[src/rtl/parallel_recv_check.sv]
// parallel_recv_check: receive-side word aligner and test-sequence checker.
// Finds the bit offset of the word-align marker in a possibly rotated raw
// stream, then forwards aligned words and checks the incrementing sequence.
module parallel_recv_check #(
  parameter logic [31:0] ALIGN_PAT      = 32'h0000F731,
  parameter logic [31:0] TRAIN_PAT      = 32'h0000AAAA,
  parameter int unsigned ALIGN_HITS     = 2,
  parameter int unsigned MAX_CONSEC_ERR = 4,
  parameter int unsigned ERR_CNT_W      = 16
) (
  input  logic                 CLK,
  input  logic                 RST,
  input  logic                 CLR,
  input  logic                 DIVALID,
  input  logic [31:0]          DIN,
  output logic                 DOPUSH,
  output logic [31:0]          DOUT,
  output logic                 LOCKED,
  output logic [4:0]           BIT_OFFSET,
  output logic                 ERR,
  output logic [ERR_CNT_W-1:0] ERR_CNT,
  output logic [31:0]          GOOD_CNT
);

  typedef enum logic [1:0] {HUNT, CONFIRM, WORD_LOCK, CHECK} state_t;

  localparam logic [3:0] HITS_REQ = 4'(ALIGN_HITS);
  localparam logic [3:0] ERR_MAX  = 4'(MAX_CONSEC_ERR);

  state_t                 state, state_nxt;
  logic                   rst_any;

  logic [31:0]            prev;
  logic                   have_prev;
  logic [4:0]             cand, cand_nxt;
  logic [3:0]             hit_cnt, hit_nxt;
  logic [4:0]             off_q, off_nxt;
  logic [3:0]             consec, consec_nxt;
  logic [31:0]            expected, exp_nxt;

  logic [31:0]            dout_q;
  logic                   dopush_q;
  logic                   err_q;
  logic [ERR_CNT_W-1:0]   err_cnt_q;
  logic [31:0]            good_cnt_q;

  logic [63:0]            win;
  logic [31:0]            a_cand;
  logic [31:0]            a_lock;
  logic                   hunt_hit;
  logic [4:0]             hunt_k;
  logic                   do_push;
  logic                   do_good;
  logic                   do_bad;

  assign rst_any = RST | CLR;

  // Sliding 64-bit window and the candidate / locked alignments out of it.
  always_comb begin
    win    = {DIN, prev};
    a_cand = 32'(win >> cand);
    a_lock = 32'(win >> off_q);
  end

  // Marker search across all 32 offsets; lowest matching offset wins.
  always_comb begin
    hunt_hit = 1'b0;
    hunt_k   = '0;
    for (int unsigned k = 0; k < 32; k++) begin
      if (!hunt_hit && (32'(win >> k) == ALIGN_PAT)) begin
        hunt_hit = 1'b1;
        hunt_k   = 5'(k);
      end
    end
  end

  // State register.
  always_ff @(posedge CLK) begin
    if (rst_any) state <= HUNT;
    else         state <= state_nxt;
  end

  // Next-state and per-word actions; nothing moves without a complete window.
  always_comb begin
    state_nxt  = state;
    cand_nxt   = cand;
    hit_nxt    = hit_cnt;
    off_nxt    = off_q;
    consec_nxt = consec;
    exp_nxt    = expected;
    do_push    = 1'b0;
    do_good    = 1'b0;
    do_bad     = 1'b0;
    if (DIVALID && have_prev) begin
      unique case (state)
        HUNT: begin
          if (hunt_hit) begin
            cand_nxt = hunt_k;
            hit_nxt  = 4'd1;
            if (HITS_REQ == 4'd1) begin
              off_nxt   = hunt_k;
              state_nxt = WORD_LOCK;
            end else begin
              state_nxt = CONFIRM;
            end
          end
        end
        CONFIRM: begin
          if (a_cand == ALIGN_PAT) begin
            hit_nxt = hit_cnt + 4'd1;
            if (hit_nxt == HITS_REQ) begin
              off_nxt   = cand;
              state_nxt = WORD_LOCK;
            end
          end else begin
            hit_nxt   = '0;
            state_nxt = HUNT;
          end
        end
        WORD_LOCK: begin
          if (a_lock == ALIGN_PAT) begin
            state_nxt = WORD_LOCK;
          end else if ((a_lock == TRAIN_PAT) || (a_lock == '0)) begin
            state_nxt = HUNT;
          end else begin
            do_push    = 1'b1;
            do_good    = 1'b1;
            exp_nxt    = a_lock + 32'd1;
            consec_nxt = '0;
            state_nxt  = CHECK;
          end
        end
        CHECK: begin
          // The expected-value match is tested first so a wrap to zero is data.
          if (a_lock == expected) begin
            do_push    = 1'b1;
            do_good    = 1'b1;
            exp_nxt    = expected + 32'd1;
            consec_nxt = '0;
          end else if ((a_lock == TRAIN_PAT) || (a_lock == '0)) begin
            state_nxt = HUNT;
          end else begin
            do_push    = 1'b1;
            do_bad     = 1'b1;
            exp_nxt    = a_lock + 32'd1;
            consec_nxt = consec + 4'd1;
            if (consec_nxt == ERR_MAX) state_nxt = HUNT;
          end
        end
        default: state_nxt = HUNT;
      endcase
    end
  end

  // Datapath registers, strobes and saturating counters.
  always_ff @(posedge CLK) begin
    if (rst_any) begin
      prev       <= '0;
      have_prev  <= 1'b0;
      cand       <= '0;
      hit_cnt    <= '0;
      off_q      <= '0;
      consec     <= '0;
      expected   <= '0;
      dout_q     <= '0;
      dopush_q   <= 1'b0;
      err_q      <= 1'b0;
      err_cnt_q  <= '0;
      good_cnt_q <= '0;
    end else begin
      dopush_q <= do_push;
      err_q    <= do_bad;
      cand     <= cand_nxt;
      hit_cnt  <= hit_nxt;
      off_q    <= off_nxt;
      consec   <= consec_nxt;
      expected <= exp_nxt;
      if (DIVALID) begin
        prev      <= DIN;
        have_prev <= 1'b1;
      end
      if (do_push) dout_q <= a_lock;
      if (do_good && (good_cnt_q != '1)) good_cnt_q <= good_cnt_q + 32'd1;
      if (do_bad && (err_cnt_q != '1)) err_cnt_q <= err_cnt_q + ERR_CNT_W'(1);
    end
  end

  // Output drive; lock status follows the registered state.
  always_comb begin
    DOPUSH     = dopush_q;
    DOUT       = dout_q;
    LOCKED     = (state == WORD_LOCK) || (state == CHECK);
    BIT_OFFSET = off_q;
    ERR        = err_q;
    ERR_CNT    = err_cnt_q;
    GOOD_CNT   = good_cnt_q;
  end

endmodule

[config.mk]
export PLATFORM = sky130hd
export DESIGN_NAME = parallel_recv_check
export DESIGN_NICKNAME = d
export VERILOG_FILES = /design/src/rtl/parallel_recv_check.sv
export SDC_FILE = /design/constraint.sdc
export NUM_CORES = 1
export LEC_CHECK = 0
export ABC_AREA = 1
export CAP_MARGIN = 0
export CELL_PAD_IN_SITES_DETAIL_PLACEMENT = 0
export CELL_PAD_IN_SITES_GLOBAL_PLACEMENT = 1
export CORE_MARGIN = 2
export CORE_UTILIZATION = 37
export DETAILED_ROUTE_END_ITERATION = 8
export GPL_ROUTABILITY_DRIVEN = 0
export PLACE_DENSITY_LB_ADDON = 0.1
export SYNTH_ARGS = -nofsm -noshare
export SYNTH_HDL_FRONTEND = slang
export SYNTH_SLANG_ARGS = --single-unit
[constraint.sdc]
create_clock -name CLK -period 9.22 [get_ports CLK]
set_input_delay 1.844 -clock CLK [delete_from_list [all_inputs] [get_ports CLK]]
set_output_delay 1.844 -clock CLK [all_outputs]
set_load 0.005 [all_outputs]
# Yosys cells after proc, flatten, opt, wreduce, memory -nomap -nowiden
# Cells that the tools add are included.
op_classes:
  n_bitwise: 1
  eq_ne: 50
  n_addsub: 6
  n_mux: 95
  reduce_logical: 77
  n_shift: 2
ops:
  columns: ["cell", "count"]
  rows:
  - ["$eq 32x16->1 const B", 35]
  - ["$shr 64x5->32", 2]
  - ["$mux 5", 25]
  - ["$add 32x1->32 const B", 3]
  - ["$mux 32", 3]
  - ["$pmux 32 s2", 1]
  - ["$mux 1", 42]
  - ["$logic_and 1x1->1", 34]
  - ["$eq 32x32->1", 1]
  - ["$logic_not 32->1", 1]
  - ["$ne 32x32->1 const B", 1]
  - ["$logic_not 1->1", 31]
  - ["$mux 4", 6]
  - ["$mux 2", 10]
  - ["$add 16x1->16 const B", 1]
  - ["$ne 16x16->1 const B", 1]
  - ["$pmux 4 s2", 2]
  - ["$reduce_and 5->1", 2]
  - ["$mux 3", 3]
  - ["$ne 3x3->1 const B", 3]
  - ["$reduce_and 3->1", 3]
  - ["$add 4x1->4 const B", 2]
  - ["$ne 2x2->1 const B", 4]
  - ["$pmux 2 s4", 1]
  - ["10 further kinds", 14]
word_totals:
  ff_bits: 167
  wordCells: 244
  in_bits: 36
  output_inout_bits: 88

# Longest topological paths before layout
# Gate-level depths: netlist (run 1).
logic_depth:
  word_depth: 97
  depth_mapped: 29
  mapped_depth_nobuf: 26

# Worst setup path before layout (run 1)
# Ideal clock, no wire load.
synth_path:
  path_type: "input to register"
  startpoint: "in DIN[0]"
  endpoint: "reg expected[26]"
  path_buffers: 1
  setup_ps: 71
  path_slack_ps: 4626
  arrival_time_ps: 4524
  stages: 22
  path_cell_list: "clkbuf_1 > nand2_1 > o21a_1 > nand2_1 > o21ai_1 > nand2_1 > o21ai_0 > nand2_1 > o21ai_1 > o21ai_2 > ha_1 > inv_1 > nor3_2 > nand3_2 > nor3_4 > nand4_2 > nor2_4 > nand2_1 > nor2_1 > xor2_1 > o221ai_1 > a21oi_1"
synth_between:
  elab_chain_cells: 6
synth_lines:
  columns: ["element", "line", "rtl"]
  rows:
  - ["start: declaration", "15", "input logic [31:0] DIN,"]
  - ["$shr 64x5->32 *", "62", "a_lock = 32'(win >> off_q);"]
  - ["named net a_lock[1]", "49", "logic [31:0] a_lock;"]
  - ["parallel branches: the longest is 5 deep, another holds $add 32x1->32", null, null]
  - ["end signal: assignment", "177", "expected <= exp_nxt;"]
  - ["end: declaration", "39", "logic [31:0] expected, exp_nxt;"]
# Mark *: on every way through the listed nets, which the timed path passes. The select of a mux whose other input is x is not followed.
# A chain may end at the register's enable or synchronous reset.

# Final worst setup path (run 1)
layout_path:
  startpoint: "in DIN[4]"
  endpoint: "reg err_cnt_q[7] (netlist: ERR_CNT[7])"
layout_between:
  elab_chain_cells: 8
layout_lines:
  columns: ["element", "line", "rtl"]
  rows:
  - ["$shr 64x5->32 *", "62", null]
  - ["$eq 32x16->1 or $logic_not 32->1 (tied branches)", "140", "end else if ((a_lock == TRAIN_PAT) || (a_lock == '0)) begin"]
  - ["$logic_or 1x1->1", "140", null]
  - ["$mux 1", "140", null]
  - ["$mux 1 *", "135", "if (a_lock == expected) begin"]
  - ["$mux 1 *", "95", "unique case (state)"]
  - ["$mux 1 *", "94", "if (DIVALID && have_prev) begin"]
  - ["$logic_and 1x1->1 *", "184", "if (do_bad && (err_cnt_q != '1)) err_cnt_q <= err_cnt_q + ERR_CNT_W'(1);"]
  - ["end signal: assignment", "184", null]
  - ["end: declaration", "44", "logic [ERR_CNT_W-1:0] err_cnt_q;"]
# Every way passes the cells marked *; elsewhere a longest branch is shown, timed or not.

==> results.json, run 1 <==
{
  "cp-start-kind": "primary input",
  "finalSetupTns_ns": 0,
  "clock_latency_ns": 0.51,
  "grtUsageTotal": 0.309,
  "yosys-top-cells-count": "712 x nand2_1, 352 x nor2_1, 328 x inv_1, 236 x o21ai_0, 167 x dfxtp_1",
  "grt_max_degree": 89,
  "port_buffers": 123,
  "rsz0062_at_grt": "false",
  "slew_headroom": 0.198,
  "grt_pass1_wl_um": 113000,
  "vdd_drop_max_mv": 0.0805,
  "cts_setup_buffers": 0,
  "yosysSeqAreaShare": 0.195,
  "fin_area_mm2": 0.0191,
  "initial_core_util": 0.377,
  "slowest_delay_ns": 0.84,
  "cts-resized-gates": 0,
  "synth_cell_type_count": 62,
  "cp_slowest_cell": "a22oi_1",
  "synth_top_area_cell": "dfxtp_1",
  "final_max_slew_viol_count": 0,
  "area_delta_synth_final_pct": 11.3,
  "crit_chain": "clkdlybuf4s50_1, inv_1, o21ai_0, o21a_1, nand2_1, o21ai_1, o21ai_1, a22oi_1, nor4_1, nand4_1, nor4_2, nand2_1, nand3_1, nor2_1, nand2_1, inv_2, nand4_1, nor2_1, nand2_1, nand2_1, nor2_1",
  "clk_pin_slew_ns": 0.08,
  "cap_violations": 0,
  "viasPerCell": 5.69,
  "syn-instance-count": 2973,
  "cpMostUsedCell": "nand2_1",
  "numCtsBuffers": 17,
  "place_area_mm2": 0.0185,
  "drive_above_1_share": 0.0501,
  "dieArea_mm2": 0.0481,
  "yosys.area.top_type_share": 0.195,
  "hold_path.class": "flop to flop",
  "fin_cells": 3576,
  "hpwl_um": 58600,
  "drt-pass1-iter-count": 8,
  "cts_hold_buf": 0,
  "synthTopCellsByArea": "dfxtp_1 19%, nand2_1 16%, nor2_1 7.7%",
  "wl_met2_um": 31000,
  "path_class": "primary input to flop",
  "status": "finished, final reports clean",
  "die_y_um": 219,
  "diodes": 0,
  "place_inst": 3544,
  "fmax_mhz": 148,
  "max_slew.worst_pin.slew_ns": 1.19,
  "finalSetupViolCount": 0,
  "cts_sinks": 167,
  "fillers": 5104,
  "wire_per_inst_um": 21.0,
  "crit_fanout": 13,
  "route.met3.wl_um": 7100,
  "p_per_area_mw_per_mm2": 95.4,
  "yosysMostFrequentCell": "nand2_1",
  "synth_edf_count": 0,
  "yosysWarnings": 0,
  "core_mm2": 0.0456,
  "end_kind": "flop",
  "cts_max_level": 4,
  "hold_viol": 0,
  "p_leak_nw": 7.30,
  "grt_pass1_vias": 18638,
  "arrival_ns": 7.16,
  "crit_family": "simple AND/OR/NAND/NOR gates",
  "post-route-period-util": 0.734,
  "drt_iter0_markers": 2393,
  "grt.overflow.total": 0,
  "route.detailed.drc": 0,
  "nNetsFinal": 3010,
  "top_layer": "met5",
  "synth.avg_cell_area_um2": 5.78,
  "die_w_um": 219,
  "antenna_found_initial": 1,
  "num_vias": 20350,
  "finalClockSkew_ns": 0.0265,
  "rows": 78,
  "met1_length_um": 34600,
  "post-route-min-period_ns": 6.77,
  "ctsLongestPathBuffers": 2,
  "synth-seq-cells": 167,
  "root_buffer": "clkbuf_16",
  "num_io_pins": 124,
  "cts_tree": "built",
  "ys.flop_type": "dfxtp_1",
  "synth_area_mm2": 0.0172,
  "worstPathRequired_ns": 9.61,
  "synthArstFlopShare": 0,
  "antenna_left": 0,
  "cp_num_buf_inv": 3,
  "routed_wl_um": 75100,
  "synth_fp_nets": 3020
}
[worst reg2reg max path: cells and delay by family, from the launching register on]
family / cells / cell delay [ns]
compound gates: 7 / 1.43
buf+inv: 3 / 1.39
flops: 1 / 0.58
simple gates: 10 / 2.24
[stage by stage]
stage | utilization | setup slack, ns | total power, mW | hold WS, ns
final | 0.419 | 2.45 | 1.82 | 0.469
after CTS | 0.419 | 2.76 | 1.82 | 0.467
after floorplan | - | 4.63 | 0.925 | 0.444
after detailed placement | 0.406 | 2.22 | 1.04 | 0.456
after global placement | 0.406 | 2.21 | 1.04 | 0.458
after global routing | 0.419 | 2.25 | 1.89 | 0.498
[per-layer routing]
layer,GRT usage,vias to the layer above
met5,0,-
met4,0.119,2
met3,0.0721,117
met2,0.443,901
met1,0.444,9428
li1,-,9902
[power breakdown]
| group | internal, mW | leakage, nW | switching, mW |
|---|---|---|---|
| combinational | 0.0748 | 5.64 | 0.217 |
| sequential | 0.727 | 1.35 | 0.0211 |
| clock | 0.419 | 0.305 | 0.364 |
| total | 1.22 | 7.30 | 0.602 |
[cell usage in the layout (no fill, tap or decap), types with 10 or more instances in the layout]
| master | synthesis | routed |
|---|---|---|
| clkdlybuf4s50_1 | 0 | 122 |
| buf_4 | 10 | 20 |
| o211ai_1 | 16 | 16 |
| a211oi_2 | 16 | 16 |
| nand3_1 | 98 | 98 |
| nand4_1 | 108 | 108 |
| clkbuf_16 | 0 | 17 |
| nor4_1 | 82 | 82 |
| nand2_1 | 712 | 712 |
| o21a_1 | 13 | 13 |
| xor2_1 | 79 | 79 |
| inv_2 | 24 | 24 |
| o21ai_2 | 17 | 17 |
| xnor2_1 | 17 | 17 |
| o21ai_0 | 236 | 236 |
| mux2i_1 | 53 | 53 |
| o221ai_1 | 10 | 10 |
| inv_1 | 328 | 327 |
| ha_1 | 11 | 11 |
| nor3_1 | 103 | 103 |
| a21oi_1 | 139 | 138 |
| o21ai_1 | 121 | 121 |
| dfxtp_1 | 167 | 163 |
| nor2_1 | 352 | 351 |
[worst paths after layout]
check,from,to,slack [ns],cells after the start
worst max register to register,BIT_OFFSET[0]$_SDFFE_PP0P_,GOOD_CNT[4]$_SDFFE_PP0P_,3.53,20
worst min-delay path,expected[25]$_SDFFE_PP0P_,expected[25]$_SDFFE_PP0P_,0.47,2
worst max-delay path,DIN[4],ERR_CNT[7]$_SDFFE_PP0P_,2.45,21
worst min register to register,expected[25]$_SDFFE_PP0P_,expected[25]$_SDFFE_PP0P_,0.47,2
[logic make-up after synthesis]
kind of cell               count (synthesis)  synth area share
DFF                                      167             0.195
muxes                                     54            0.0316
xor gates and xnor gates                  96            0.0490
and+or+nand+nor                         1502             0.384
buffers and inverters                    525             0.125
adders and majority gates                 11           0.00802
AOI/OAI and AO/OA                        618             0.208
[registers in the layout, indices dropped and copies added (netlist names)]
register,cells
DOUT,32
GOOD_CNT,32
expected,32
prev,32
ERR_CNT,16
BIT_OFFSET,5
cand,5
consec,4
hit_cnt,4
state,2
DOPUSH,1
ERR,1
have_prev,1
[layout make-up]
| class | instances | area (µm²) | area share |
|---|---|---|---|
| Timing Repair Buffer | 143 | 1380 | 0.0720 |
| Multi-Input combinational cell | 2281 | 11700 | 0.612 |
| Inverter | 353 | 1330 | 0.0694 |
| Tap cell | 600 | 751 | 0.0393 |
| Sequential cell | 167 | 3350 | 0.175 |
| Clock inverter | 14 | 175 | 0.00917 |
| Clock buffer | 18 | 439 | 0.0230 |
Note: power is estimated with default switching activity, not from simulation.
==> run 2, diff against run 1 <==
Clock period 9.22 ns to 6.05 ns, I/O delays scaled along.
==> run 2 against run 1 <==
Total power increased by 53%. Cell area increased by 1.8%. Largest cell class unchanged. Critical path type unchanged. Via count increased by 1.9%.
==> results.json, run 2 (synthesis results as in run 1) <==
{
  "status": "finished, final reports clean",
  "finalClockSkew_ns": 0.0161,
  "rows": 78,
  "grt_max_degree": 85,
  "grt.overflow.total": 0,
  "numCtsBuffers": 17,
  "path_class": "primary input to flop",
  "vdd_drop_max_mv": 0.148,
  "fillers": 4954,
  "clock_latency_ns": 0.50,
  "root_buffer": "clkbuf_16",
  "port_buffers": 123,
  "grt_pass1_vias": 19044,
  "detailedPlace.worstSlack_ns": 0.400,
  "die_w_um": 219,
  "power.total_mw": 2.79,
  "cts_max_level": 4,
  "finalSetupTns_ns": 0,
  "diodes": 0,
  "area_delta_synth_final_pct": 13.3,
  "hold_path.class": "flop to flop",
  "cp-start-kind": "primary input",
  "post-route-min-period_ns": 5.33,
  "route.detailed.drc": 0,
  "drive_above_1_share": 0.0636,
  "end_kind": "flop",
  "viasPerCell": 5.73,
  "worstPathRequired_ns": 6.42,
  "finalSetupViolCount": 0,
  "nNetsFinal": 3054,
  "slew_headroom": 0.214,
  "hold_viol": 0,
  "final_cell_mix": "712 x nand2_1, 351 x nor2_1, 327 x inv_1",
  "fmax_mhz": 188,
  "rsz0062_at_grt": "false",
  "wire_per_inst_um": 21.1,
  "die_y_um": 219,
  "hpwl_um": 59600,
  "drt-pass1-iter-count": 8,
  "ctsLongestPathBuffers": 2,
  "antenna_found_initial": 0,
  "drt_iter0_markers": 2438,
  "post-route-period-util": 0.881,
  "grt_pass1_wl_um": 116000,
  "num_vias": 20733,
  "num_io_pins": 124,
  "cts-resized-gates": 0,
  "setup_slack_ns": 0.719,
  "arrival_ns": 5.70,
  "hold_ws_ns": 0.470,
  "core_mm2": 0.0456,
  "final_common_cell": "nand2_1",
  "grtUsageTotal": 0.316,
  "final_max_slew_viol_count": 0,
  "cts_tree": "built",
  "crit_fanout": 28,
  "routed_wl_um": 76200,
  "initial_core_util": 0.377,
  "clk_pin_slew_ns": 0.07,
  "p_leak_nw": 7.51,
  "cts_hold_buf": 0,
  "antenna_left": 0,
  "cap_violations": 0,
  "dieArea_mm2": 0.0481,
  "cts_setup_buffers": 0,
  "place_inst": 3588,
  "fin_cells": 3619,
  "cts_sinks": 167,
  "p_per_area_mw_per_mm2": 143,
  "max_slew.worst_pin.slew_ns": 1.18
}
## run 2: metal layers
metal	routed length (µm)	track usage
met5	0	0
met4	2540	0.108
met3	7370	0.0737
met2	31800	0.465
met1	34500	0.449
## run 2: power by group
| part | internal, mW | switching (mW) | leakage [nW] |
|---|---|---|---|
| sequential | 1.11 | 0.0278 | 1.35 |
| combinational | 0.129 | 0.343 | 5.87 |
| clock | 0.625 | 0.553 | 0.296 |
## run 2: per-stage QoR
step	utilization	cell area (µm²)
floorplan	-	17200
detailed placement	0.414	18900
finish	0.427	19500
global route	0.427	19500
global placement	0.414	18900
CTS	0.427	19500
## run 2: worst max-delay path, cell delays in order
cell and delay [ns]:
clkdlybuf4s50_1 0.74, inv_1 0.27, o21ai_1 0.23, mux2i_1 0.13
o21ai_1 0.22, o21ai_0 0.14, o21ai_0 0.42, inv_1 0.19
a221oi_1 0.32, nand4_1 0.12, nor2_1 0.37, nand4_1 0.24
buf_4 0.31, a21oi_4 0.22, inv_2 0.18, o21ai_0 0.32
nor2_1 0.07
## run 2: layout make-up
type | count | area, µm² | share of cell area
inverters | 353 | 1330 | 0.0681
repair buffers | 187 | 1730 | 0.0890
clock inverters | 14 | 186 | 0.00958
clock buffers | 17 | 425 | 0.0219
multi-input cells | 2281 | 11700 | 0.601
well taps | 600 | 751 | 0.0386
flip-flops and latches | 167 | 3350 | 0.172
## run 2: final timing paths
check                              start                      to  cells past startpoint  slack, ns
setup / recovery                 DIN[13]   DOUT[28]$_SDFFE_PP0P_                     17       0.72
hold / removal    consec[3]$_SDFFE_PP0P_  consec[3]$_SDFFE_PP0P_                      2       0.47
setup reg to reg   prev[27]$_SDFFE_PP0P_   DOUT[28]$_SDFFE_PP0P_                     20       1.10
hold reg to reg   consec[3]$_SDFFE_PP0P_  consec[3]$_SDFFE_PP0P_                      2       0.47
